## config.mk

```make
export PLATFORM = sky130hd
export DESIGN_NAME = id_operand_stage
export DESIGN_NICKNAME = d
export VERILOG_FILES = /design/src/rtl/id_operand_stage.sv
export SDC_FILE = /design/constraint.sdc
export NUM_CORES = 1
export LEC_CHECK = 0
export BUFFER_PORTS_ARGS = -buffer_cell sky130_fd_sc_hd__buf_2
export CORE_AREA = 4 4 170 172
export DETAILED_ROUTE_END_ITERATION = 10
export DIE_AREA = 0 0 174 176
export PLACE_DENSITY = 0.65
export SETUP_SLACK_MARGIN = 0.5
export SLEW_MARGIN = 20
export SYNTH_ARGS = -nofsm -noshare
export SYNTH_HDL_FRONTEND = slang
export SYNTH_SLANG_ARGS = --single-unit
```

## constraint.sdc

```tcl
create_clock -name clk -period 3.4 [get_ports clk]
set_input_delay 0.85 -clock clk [delete_from_list [all_inputs] [get_ports clk]]
set_output_delay 0.85 -clock clk [all_outputs]
set_load 0.05 [all_outputs]
```

## src/rtl/id_operand_stage.sv

```systemverilog
// Decode stage register and operand unit: it holds one fetched instruction, forwards EX/MEM
// results into both source operands, and interlocks on load-use before handing off to EX.
module id_operand_stage #(
  parameter int unsigned CTRL_W = 16
) (
  input  logic              clk,
  input  logic              resetn,
  input  logic              flush,
  // fetch side
  input  logic              fs_valid,
  output logic              ds_allowin,
  input  logic [31:0]       fs_pc,
  input  logic [4:0]        fs_rs,
  input  logic [4:0]        fs_rt,
  input  logic              fs_use_rs,
  input  logic              fs_use_rt,
  input  logic [4:0]        fs_dest,
  input  logic [31:0]       fs_imm,
  input  logic [CTRL_W-1:0] fs_ctrl,
  // regfile read ports
  output logic [4:0]        rf_raddr1,
  output logic [4:0]        rf_raddr2,
  input  logic [31:0]       rf_rdata1,
  input  logic [31:0]       rf_rdata2,
  // EX / MEM bypass sources
  input  logic              es_valid,
  input  logic [4:0]        es_dest,
  input  logic              es_is_load,
  input  logic [31:0]       es_result,
  input  logic              ms_valid,
  input  logic [4:0]        ms_dest,
  input  logic [31:0]       ms_result,
  // execute side
  input  logic              es_allowin,
  output logic              ds_to_es_valid,
  output logic [31:0]       ds_pc,
  output logic [31:0]       ds_imm,
  output logic [CTRL_W-1:0] ds_ctrl,
  output logic [4:0]        ds_dest,
  output logic [31:0]       ds_src1,
  output logic [31:0]       ds_src2,
  output logic [31:0]       stall_cnt
);

  logic              ds_valid_q, ds_valid_d;
  logic [31:0]       pc_q, pc_d;
  logic [4:0]        rs_q, rs_d;
  logic [4:0]        rt_q, rt_d;
  logic              use_rs_q, use_rs_d;
  logic              use_rt_q, use_rt_d;
  logic [4:0]        dest_q, dest_d;
  logic [31:0]       imm_q, imm_d;
  logic [CTRL_W-1:0] ctrl_q, ctrl_d;
  logic [31:0]       stall_cnt_q, stall_cnt_d;

  logic stall;
  logic ready_go;
  logic load_en;
  logic handoff;

  // An EX load matching idx is deliberately skipped here: that case stalls instead, so the
  // older MEM value for the same register must never be used.
  function automatic logic [31:0] fwd_operand(
    input logic [4:0]  idx,
    input logic [31:0] rf_data,
    input logic        ex_vld,
    input logic [4:0]  ex_dst,
    input logic        ex_ld,
    input logic [31:0] ex_res,
    input logic        mem_vld,
    input logic [4:0]  mem_dst,
    input logic [31:0] mem_res
  );
    logic [31:0] val;
    if (idx == 5'd0) begin
      val = 32'd0;
    end else if (ex_vld && (ex_dst == idx) && !ex_ld) begin
      val = ex_res;
    end else if (mem_vld && (mem_dst == idx)) begin
      val = mem_res;
    end else begin
      val = rf_data;
    end
    return val;
  endfunction

  // Load-use hazard detection and handshake.
  always_comb begin
    stall = ds_valid_q && es_valid && es_is_load && (es_dest != 5'd0) &&
            ((use_rs_q && (es_dest == rs_q)) || (use_rt_q && (es_dest == rt_q)));
    ready_go       = !stall;
    ds_allowin     = !ds_valid_q || (ready_go && es_allowin);
    ds_to_es_valid = ds_valid_q && ready_go;
    handoff        = ds_to_es_valid && es_allowin;
    load_en        = fs_valid && ds_allowin && !flush;
  end

  // Operand selection.
  always_comb begin
    rf_raddr1 = rs_q;
    rf_raddr2 = rt_q;
    ds_src1   = fwd_operand(rs_q, rf_rdata1, es_valid, es_dest, es_is_load, es_result,
                            ms_valid, ms_dest, ms_result);
    ds_src2   = fwd_operand(rt_q, rf_rdata2, es_valid, es_dest, es_is_load, es_result,
                            ms_valid, ms_dest, ms_result);
  end

  // Next-state for the stage register and the stall counter.
  always_comb begin
    ds_valid_d  = ds_valid_q;
    pc_d        = pc_q;
    rs_d        = rs_q;
    rt_d        = rt_q;
    use_rs_d    = use_rs_q;
    use_rt_d    = use_rt_q;
    dest_d      = dest_q;
    imm_d       = imm_q;
    ctrl_d      = ctrl_q;
    stall_cnt_d = stall_cnt_q;

    if (stall) begin
      stall_cnt_d = stall_cnt_q + 32'd1;
    end

    // Flush wins over both refill and departure; fetch data that cycle is dropped.
    if (flush) begin
      ds_valid_d = 1'b0;
    end else if (load_en) begin
      ds_valid_d = 1'b1;
      pc_d       = fs_pc;
      rs_d       = fs_rs;
      rt_d       = fs_rt;
      use_rs_d   = fs_use_rs;
      use_rt_d   = fs_use_rt;
      dest_d     = fs_dest;
      imm_d      = fs_imm;
      ctrl_d     = fs_ctrl;
    end else if (handoff) begin
      ds_valid_d = 1'b0;
    end
  end

  always_ff @(posedge clk) begin
    if (!resetn) begin
      ds_valid_q  <= 1'b0;
      pc_q        <= 32'd0;
      rs_q        <= 5'd0;
      rt_q        <= 5'd0;
      use_rs_q    <= 1'b0;
      use_rt_q    <= 1'b0;
      dest_q      <= 5'd0;
      imm_q       <= 32'd0;
      ctrl_q      <= '0;
      stall_cnt_q <= 32'd0;
    end else begin
      ds_valid_q  <= ds_valid_d;
      pc_q        <= pc_d;
      rs_q        <= rs_d;
      rt_q        <= rt_d;
      use_rs_q    <= use_rs_d;
      use_rt_q    <= use_rt_d;
      dest_q      <= dest_d;
      imm_q       <= imm_d;
      ctrl_q      <= ctrl_d;
      stall_cnt_q <= stall_cnt_d;
    end
  end

  assign ds_pc     = pc_q;
  assign ds_imm    = imm_q;
  assign ds_ctrl   = ctrl_q;
  assign ds_dest   = dest_q;
  assign stall_cnt = stall_cnt_q;

endmodule

```

==> impl_metrics.tcl, run 1 <==
set metrics [dict create \
    result_of_the_run "finished, violations left" \
    failing_checks "negative setup slack" \
    largest_net_degree_at_the_start_of_global_routing 100 \
    synthArstFlopShare_pct 0 \
    utilization_pct 51.8 \
    die_height_um 176 \
    synth_cell_type_count 38 \
    dr_vias_cell 4.92 \
    pwr_density_cell_nw_per_um2 365 \
    yosys_warnings 0 \
    critical_path.reg2reg.startpoint "rf_raddr1[1]$_SDFFE_PN0P_" \
    min_to "ds_ctrl[4]$_SDFFE_PN0P_" \
    setup.worst_path.start_class "input port" \
    antenna_found_initial 4 \
    reg2reg_setup_slack_ps 820 \
    chip_width_um 174 \
    placedCellCount 1660 \
    clock_sink_total 130 \
    number_of_register_bits_inferred_by_synthesis 130 \
    first_global_vias 8858 \
    ys.flop_type "sky130_fd_sc_hd__dfxtp_1" \
    synthesis.area_um2 7400 \
    clk_path_buf_depth 2 \
    synth_edf_count 0 \
    finalSetupViolations 10 \
    numPortBuffers 435 \
    count_of_boundary_i_o_pins 436 \
    worstRegToRegCells 9 \
    netlist.area_leader.share_pct 35.2 \
    finalPower_uw 5190 \
    worstHoldPathCells 2 \
    syn_nets 1137 \
    worst-endpoint-required_ps 2550 \
    worst-slew-pin-transition_ps 556 \
    skew_ps 12.4 \
    wl_mm 32.8 \
    cts.reportedPaths.clkPinSlew_ps 60 \
    global_route.usage.total_pct 20.3 \
    htreeDepth 4 \
    cts-buffers-inserted 17 \
    r2r_end "ds_imm[22]$_SDFFE_PN0P_" \
    worst_ep_arrival_time_ps 2590 \
    layout_min_cycle_time_ps 3440 \
    finalNonFillerCells 1739 \
    worstPathMaxFanout 5 \
    timing.final.crit_share_pct 101 \
    sequential_cell_area_fraction_in_the_yosys_report_pct 35.2 \
    clock_tree.root_cell "sky130_fd_sc_hd__clkbuf_16" \
    first_pass_grt_wire_length_mm 50.0 \
    core_um2 27500 \
    final_max_slew_viol_count 0 \
    worst_slew_margin_rel_pct 62.9 \
    hold_viol 0 \
    achievable_freq_mhz 290 \
    gp_routability_congestion 0.891 \
    hold_class "reg -> reg" \
    worstHoldStart "ds_ctrl[4]$_SDFFE_PN0P_" \
    routed-via-count 8564 \
    placement.setup.worst_slack_ps -159 \
    post-route-worst-setup-slack_ps -44.8 \
    critical_path_class "in -> out" \
    routedWlPerCell_um 18.9 \
    netlist_top_cells_area "sky130_fd_sc_hd__dfxtp_1 (35%), sky130_fd_sc_hd__mux2i_1 (24%), sky130_fd_sc_hd__nand2_1 (11%)" \
    standard_cell_rows 61 \
    synthCells 893 \
    num-fill-cells 2395 \
    ys_top_cells_by_count "sky130_fd_sc_hd__nand2_1 (217), sky130_fd_sc_hd__mux2i_1 (175), sky130_fd_sc_hd__dfxtp_1 (130)" \
    synthesized_area_per_cell_um2 8.28 \
    dr_iter_0_viols 314 \
    synth_most_common_cell "sky130_fd_sc_hd__nand2_1" \
    max_cap_viol_count 0 \
    ir_worst_vdd_uv 283 \
    yosysTopAreaCell "sky130_fd_sc_hd__dfxtp_1" \
    finalHoldWorstSlack_ps 453 \
    detailedRoute.firstPassIterationCount 4 \
    clock_insertion_delay_worst_skew_ps 420 \
    drc 0 \
    endpoint_kind "output pin" \
    grt_setup_unrepaired "yes" \
    start_util_pct 26.9 \
    detailedPlacementHpwl_mm 22.9 \
    antenna_violating_nets_post_route 0 \
    syn_to_final_growth_pct 92.4 \
    finish.net_count 1623 \
    die-area_um2 30600 \
    tritoncts_clock_tree "built" \
    post_route_cells_drive_above_1_share_pct 54.5 \
    grt_overflow_total 0 \
    p_leak_uw 0.00591 \
]
-- final cells by class --
class                   instances  area, um2  share of cell area, %
diodes                          1       2.50                 0.0176
clock buffers                  18        429                   3.02
clock inverters                14        121                  0.853
inverters                       4       20.0                  0.141
multi-input cells             682       6320                   44.4
flip-flops and latches        130       2610                   18.3
well taps                     346        433                   3.04
repair buffers                544       4290                   30.2
-- logic make-up (layout without fill, tap and decap cells) --
| kind of cell | after synthesis | count (layout) | synth area share [%] |
|---|---|---|---|
| muxes | 175 | 175 | 23.7 |
| DFF | 130 | 130 | 35.2 |
| and+or+nand+nor | 380 | 381 | 22.4 |
| other | 0 | 1 | 0 |
| xor gates and xnor gates | 20 | 20 | 2.37 |
| AOI/OAI and AO/OA | 105 | 105 | 11.1 |
| buffers and inverters | 82 | 580 | 5.02 |
| adders and majority gates | 1 | 1 | 0.169 |
-- state kept, by name (all words and copies together) (netlist names) --
name        flops
use_rt_q        1
stall_cnt      32
use_rs_q        1
ds_imm         32
ds_valid_q      1
ds_ctrl        16
ds_pc          32
ds_dest         5
rf_raddr2       5
rf_raddr1       5
-- worst max-delay path by stage --
stage	from	end	slack, ps	cells after the start
2_1_floorplan	ms_dest[0]	ds_src2[10]	220	7
3_3_place_gp	es_dest[4]	ds_src2[18]	-40	9
3_5_place_dp	es_dest[4]	ds_src2[1]	-160	9
4_1_cts	ms_dest[1]	ds_src1[20]	-10	9
5_1_grt	es_dest[4]	ds_src2[13]	-90	11
6_report	es_dest[4]	ds_src2[22]	-40	11
-- where the power goes --
part	internal, uW	leakage (uW)	total, uW	switching [uW]
clock network	956	0.000255	1720	767
registers	1580	0.00106	1630	41.2
logic	735	0.00460	1840	1110
total	3270	0.00591	5190	1910
-- critical path, cell delays in order --
cell	delay [ps]
sky130_fd_sc_hd__buf_6	100
sky130_fd_sc_hd__buf_6	110
sky130_fd_sc_hd__xor2_2	150
sky130_fd_sc_hd__nor3_2	170
sky130_fd_sc_hd__nand4b_1	160
sky130_fd_sc_hd__buf_6	170
sky130_fd_sc_hd__buf_12	140
sky130_fd_sc_hd__buf_12	130
sky130_fd_sc_hd__buf_16	130
sky130_fd_sc_hd__a211oi_4	280
sky130_fd_sc_hd__buf_6	200
-- cell usage in the layout, fill, tap and decap left out, types with 7 or more instances in the layout --
master / n
sky130_fd_sc_hd__buf_2: 359
sky130_fd_sc_hd__nand2_1: 216
sky130_fd_sc_hd__dfxtp_1: 126
sky130_fd_sc_hd__mux2i_1: 109
sky130_fd_sc_hd__buf_6: 93
sky130_fd_sc_hd__a211oi_4: 64
sky130_fd_sc_hd__mux2i_4: 63
sky130_fd_sc_hd__nor2_1: 43
sky130_fd_sc_hd__buf_4: 34
sky130_fd_sc_hd__buf_12: 30
sky130_fd_sc_hd__nand2b_1: 28
sky130_fd_sc_hd__nor2_2: 19
sky130_fd_sc_hd__clkbuf_16: 18
sky130_fd_sc_hd__nand3_1: 14
sky130_fd_sc_hd__o311ai_0: 14
sky130_fd_sc_hd__o41ai_1: 14
sky130_fd_sc_hd__buf_8: 14
sky130_fd_sc_hd__buf_16: 13
sky130_fd_sc_hd__nor4_1: 11
sky130_fd_sc_hd__nand4_1: 11
sky130_fd_sc_hd__xor2_1: 10
sky130_fd_sc_hd__xor2_2: 8
sky130_fd_sc_hd__nor2_4: 8
sky130_fd_sc_hd__inv_6: 7
-- metrics by stage --
| step | setup TNS [ps] | area [um2] |
|---|---|---|
| after floorplan | 0 | 8710 |
| after global placement | -646 | 11600 |
| after detailed placement | -3820 | 11600 |
| after CTS | -12.5 | 14000 |
| after global routing | -1090 | 14200 |
| final | -201 | 14200 |
-- routing by layer --
layer / global-route usage [%] / part of all wire (%) / wire length (um)
met5: 0 / 0.082 / 27
met4: 5.51 / 2.8 / 914
met3: 5.67 / 7.1 / 2310
met2: 36.4 / 51 / 16700
met1: 24.0 / 39 / 12900
-- what timing repair did --
item	CTS	global route
hold buffers	0	0
endpoints found under the setup margin	66	66
setup buffers	27	7
pin swaps	19	25
gates cloned	11	1
resized for setup	284	40
No activity file was read; power rests on OpenSTA's default activity.
==> run 2: changes to the inputs <==
BUFFER_PORTS_ARGS = -buffer_cell sky130_fd_sc_hd__buf_4   (was -buffer_cell sky130_fd_sc_hd__buf_2)
CELL_PAD_IN_SITES_DETAIL_PLACEMENT = 1   (was not set)
CELL_PAD_IN_SITES_GLOBAL_PLACEMENT = 1   (was not set)
CORE_AREA = 4 4 169 171   (was 4 4 170 172)
DIE_AREA = 0 0 173 175   (was 0 0 174 176)
PLACE_DENSITY = 0.85   (was 0.65)
==> impl_metrics.tcl, run 2 (synthesized netlist as in run 1, its figures left out) <==
set metrics [dict create \
    worstRegToRegCells 8 \
    placedCellCount 1630 \
    p_leak_uw 0.00577 \
    wl_mm 38.6 \
    p_switching_uw 1930 \
    drc 0 \
    gp_routability_congestion 0.858 \
    dr_vias_cell 5.12 \
    first_pass_grt_wire_length_mm 57.3 \
    die_height_um 175 \
    setup.worst_path.start_class "input port" \
    routedWlPerCell_um 22.8 \
    worstPathMaxFanout 5 \
    largest_net_degree_at_the_start_of_global_routing 117 \
    hold_viol 0 \
    grt_overflow_total 0 \
    reg2reg_setup_slack_ps 860 \
    finish.net_count 1575 \
    timing.final.crit_share_pct 99.6 \
    finalPower_uw 5370 \
    register_area_um2 2610 \
    multi_input_comb_area_um2 6190 \
    clock_insertion_delay_worst_skew_ps 420 \
    cts-buffers-inserted 17 \
    layout_min_cycle_time_ps 3390 \
    endpoint_kind "output pin" \
    pwr_density_cell_nw_per_um2 375 \
    clock_sink_total 130 \
    placement.setup.worst_slack_ps -89.0 \
    post_route_cells_drive_above_1_share_pct 51.6 \
    htreeDepth 4 \
    clock_tree.root_cell "sky130_fd_sc_hd__clkbuf_16" \
    mostFrequentLayoutCell "sky130_fd_sc_hd__buf_4" \
    count_of_boundary_i_o_pins 436 \
    syn_to_final_growth_pct 93.5 \
    antenna_found_initial 9 \
    worst-slew-pin-transition_ps 551 \
    postCtsHoldBufs 0 \
    tritoncts_clock_tree "built" \
    finalSetupViolations 0 \
    hold_class "reg -> reg" \
    global_route.usage.total_pct 23.9 \
    power_switching_share_pct 36.0 \
    final_max_slew_viol_count 0 \
    critical_path_class "in -> out" \
    worstHoldStart "ds_pc[12]$_SDFFE_PN0P_" \
    cts.reportedPaths.clkPinSlew_ps 60 \
    detailedPlacementHpwl_mm 26.9 \
    start_util_pct 27.5 \
    power.internal_uw 3430 \
    critical_path.reg2reg.startpoint "rf_raddr2[2]$_SDFFE_PN0P_" \
    chip_width_um 173 \
    result_of_the_run "finished, final reports clean" \
    dr_iter_0_viols 413 \
    worst-endpoint-required_ps 2550 \
    numPortBuffers 435 \
    clk_path_buf_depth 2 \
    first_global_vias 9520 \
    r2r_end "ds_imm[8]$_SDFFE_PN0P_" \
    min_to "ds_pc[12]$_SDFFE_PN0P_" \
    core_um2 26900 \
    power.clock.fraction_pct 35.1 \
    die-area_um2 30300 \
    finalHoldWorstSlack_ps 460 \
    worstHoldPathCells 2 \
    achievable_freq_mhz 295 \
    grt_setup_unrepaired "yes" \
    utilization_pct 53.2 \
    share_seq_of_total_power_pct 30.4 \
    antenna_violating_nets_post_route 0 \
    standard_cell_rows 60 \
    routed-via-count 8657 \
    max_cap_viol_count 0 \
    post-route-worst-setup-slack_ps 14.8 \
    combinational_power_share_pct 34.5 \
    finalNonFillerCells 1691 \
    worst_slew_margin_rel_pct 63.2 \
    final_cell_mix "sky130_fd_sc_hd__buf_4 (393), sky130_fd_sc_hd__nand2_1 (216), sky130_fd_sc_hd__dfxtp_1 (124)" \
    worst_ep_arrival_time_ps 2540 \
    ir_worst_vdd_uv 236 \
    skew_ps 12.2 \
    detailedRoute.firstPassIterationCount 4 \
    num-fill-cells 2967 \
]
## run 2: changes by cell type in the layout (fill, tap and decap cells not counted), moves of 6 or more
cell | before | now
sky130_fd_sc_hd__nor2_1 | 43 | 58
sky130_fd_sc_hd__buf_4 | 34 | 393
sky130_fd_sc_hd__buf_16 | 13 | 7
sky130_fd_sc_hd__nor2_2 | 19 | 5
sky130_fd_sc_hd__buf_2 | 359 | 0
sky130_fd_sc_hd__buf_6 | 93 | 69
sky130_fd_sc_hd__buf_8 | 14 | 6
sky130_fd_sc_hd__buf_12 | 30 | 21
## run 2: layout make-up
cell class,count,area share [%]
Antenna cell,6,0.105
Clock buffer,17,2.97
Clock inverter,15,1.18
Inverter,4,0.105
Multi-Input combinational cell,681,43.3
Sequential cell,130,18.2
Tap cell,341,2.98
Timing Repair Buffer,497,31.1
## run 2: worst max path at each step
stage	slack, ps	cells past startpoint	to	start
finish	10	9	ds_src2[25]	ms_dest[0]
global route	-30	9	ds_src2[25]	ms_dest[0]
CTS	40	9	ds_src2[1]	ms_dest[1]
detailed placement	-90	8	ds_src2[31]	ms_dest[0]
global placement	40	7	ds_src1[18]	es_dest[2]
floorplan	220	7	ds_src2[10]	ms_dest[0]
## run 2: what timing repair did
item,CTS,global route
resized for setup,152,32
gates cloned,7,1
setup buffers,13,2
pin swaps,10,15
setup endpoints to repair,66,72
## run 2: power groups by stage
stage                     sequential [uW]  clock (uW)  combinational (uW)
final                                1630        1880                1850
after global routing                 1640        2010                1920
after CTS                            1630        1930                1800
after detailed placement             1660           0                1650
after global placement               1660           0                1620
after floorplan                      1850           0                 826
## run 2: routing by layer
| layer | global-route usage, % | share of wire, % |
|---|---|---|
| met5 | 0 | 0.12 |
| met4 | 9.98 | 3.6 |
| met3 | 7.20 | 7.1 |
| met2 | 44.0 | 53 |
| met1 | 25.5 | 37 |
## run 2: through the flow
stage          area [um2]  setup TNS, ps
4_1_cts             14100              0
3_3_place_gp        12400              0
2_1_floorplan        8710              0
5_1_grt             14300           -187
3_5_place_dp        12400           -477
6_report            14300              0
## run 2: critical path, cell delays in order
cell and delay [ps]:
sky130_fd_sc_hd__buf_8 100, sky130_fd_sc_hd__xor2_2 140, sky130_fd_sc_hd__nor4_2 310, sky130_fd_sc_hd__and3_4 280
sky130_fd_sc_hd__buf_6 140, sky130_fd_sc_hd__buf_16 150, sky130_fd_sc_hd__mux2i_4 280, sky130_fd_sc_hd__a211oi_4 100
sky130_fd_sc_hd__buf_6 170
==> run 3: changes to the inputs <==
ABC_CLOCK_PERIOD_IN_PS = 3400   (was not set)
CELL_PAD_IN_SITES_DETAIL_PLACEMENT = 0   (was 1)
==> impl_metrics.tcl, run 3 (synthesized netlist as in run 1, its figures left out) <==
set metrics [dict create \
    result_of_the_run "finished, final reports clean" \
    ir_worst_vdd_uv 312 \
    final_cell_mix "sky130_fd_sc_hd__buf_4 (407), sky130_fd_sc_hd__nand2_1 (216), sky130_fd_sc_hd__dfxtp_1 (125)" \
    multi_input_comb_area_um2 6200 \
    detailedPlacementHpwl_mm 24.3 \
    endpoint_kind "output pin" \
    wl_mm 33.6 \
    clock_insertion_delay_worst_skew_ps 410 \
    cts.reportedPaths.clkPinSlew_ps 60 \
    antenna_found_initial 4 \
    p_leak_uw 0.00580 \
    pwr_density_cell_nw_per_um2 365 \
    achievable_freq_mhz 297 \
    hold_class "reg -> reg" \
    dr_iter_0_viols 305 \
    setup_total_negative_slack_ps 0 \
    worst-endpoint-required_ps 2550 \
    finish.net_count 1582 \
    tritoncts_clock_tree "built" \
    register_area_um2 2610 \
    detailedRoute.firstPassIterationCount 4 \
    critical_path_class "in -> out" \
    combinational_power_share_pct 34.6 \
    gp_routability_congestion 0.858 \
    final_max_slew_viol_count 0 \
    clock_tree.root_cell "sky130_fd_sc_hd__clkbuf_16" \
    dr_vias_cell 4.92 \
    worst_ep_arrival_time_ps 2510 \
    clock_sink_total 130 \
    power_switching_share_pct 35.8 \
    post-route-worst-setup-slack_ps 37.4 \
    die-area_um2 30300 \
    finalSetupViolations 0 \
    drc 0 \
    numPortBuffers 435 \
    syn_to_final_growth_pct 93.7 \
    hold_viol 0 \
    grt_overflow_total 0 \
    global_route.usage.total_pct 20.3 \
    setup.worst_path.start_class "input port" \
    p_switching_uw 1870 \
    first_global_vias 8691 \
    core_um2 26900 \
    first_pass_grt_wire_length_mm 49.2 \
    clk_path_buf_depth 2 \
    chip_width_um 173 \
    start_util_pct 27.5 \
    timing.final.crit_share_pct 98.9 \
    max_cap_viol_count 0 \
    standard_cell_rows 60 \
    antenna_violating_nets_post_route 0 \
    cts-buffers-inserted 17 \
    count_of_boundary_i_o_pins 436 \
    worst_slew_margin_rel_pct 63.4 \
    routedWlPerCell_um 19.8 \
    largest_net_degree_at_the_start_of_global_routing 117 \
    post_route_cells_drive_above_1_share_pct 51.8 \
    routed-via-count 8338 \
    power.clock.fraction_pct 34.2 \
    utilization_pct 53.3 \
    mostFrequentLayoutCell "sky130_fd_sc_hd__buf_4" \
    layout_min_cycle_time_ps 3360 \
    share_seq_of_total_power_pct 31.1 \
    placement.setup.worst_slack_ps 2.55 \
    grt_setup_unrepaired "yes" \
    die_height_um 175 \
    finalNonFillerCells 1695 \
    worst-slew-pin-transition_ps 549 \
    num-fill-cells 2342 \
    worstPathMaxFanout 6 \
    power.internal_uw 3360 \
    htreeDepth 4 \
    skew_ps 6.60 \
    placedCellCount 1630 \
]
==> run 3: layout make-up <==
type	count	share of cell area, %
repair buffers	503	31.3
flip-flops and latches	130	18.2
inverters	4	0.105
clock buffers	17	2.97
multi-input cells	682	43.3
well taps	341	2.98
clock inverters	15	1.04
diodes	3	0.0524
==> run 3: path summary, 6_finish.rpt <==
check	start	endpoint	slack, ps	depth (start not counted)
max reg2reg	rf_raddr1[2]$_SDFFE_PN0P_	ds_imm[15]$_SDFFE_PN0P_	770	9
min	ds_pc[5]$_SDFFE_PN0P_	ds_pc[5]$_SDFFE_PN0P_	460	2
min reg2reg	ds_pc[5]$_SDFFE_PN0P_	ds_pc[5]$_SDFFE_PN0P_	460	2
max	ms_dest[0]	ds_src2[31]	40	9
==> run 3: stage by stage <==
stage	power [uW]	instance area [um2]	hold slack [ps]
3_3_place_gp	3270	12400	442
5_1_grt	5430	14300	468
3_5_place_dp	3290	12400	446
2_1_floorplan	2680	8710	430
6_report	5230	14300	456
4_1_cts	5230	13900	458
==> run 3: layer usage <==
layer	GRT usage, %	up-vias	share of wire (%)
met3	6.99	71	7.6
li1	-	3996	-
met1	22.5	3945	38
met4	8.68	2	3.8
met5	0	-	0.039
met2	35.6	324	50
==> run 3: power groups by stage <==
stage / Combinational (uW) / Clock (uW) / Sequential (uW)
6_report: 1810 / 1790 / 1630
5_1_grt: 1890 / 1910 / 1640
3_3_place_gp: 1620 / 0 / 1660
4_1_cts: 1760 / 1840 / 1630
3_5_place_dp: 1630 / 0 / 1660
2_1_floorplan: 826 / 0 / 1850
==> run 3: critical path, stage by stage <==
cell and delay (ps):
sky130_fd_sc_hd__buf_8 100, sky130_fd_sc_hd__xor2_1 130, sky130_fd_sc_hd__nor4_1 290, sky130_fd_sc_hd__and3_4 330, sky130_fd_sc_hd__buf_6 130, sky130_fd_sc_hd__buf_12 140, sky130_fd_sc_hd__mux2i_4 280, sky130_fd_sc_hd__a211oi_4 90
sky130_fd_sc_hd__buf_6 170
==> run 3: repair_timing <==
action	CTS	global route
hold buffers	0	0
gates resized for setup	120	53
setup endpoints to repair	66	85
pin swaps	16	9
gates cloned	7	5
buffers inserted	15	3
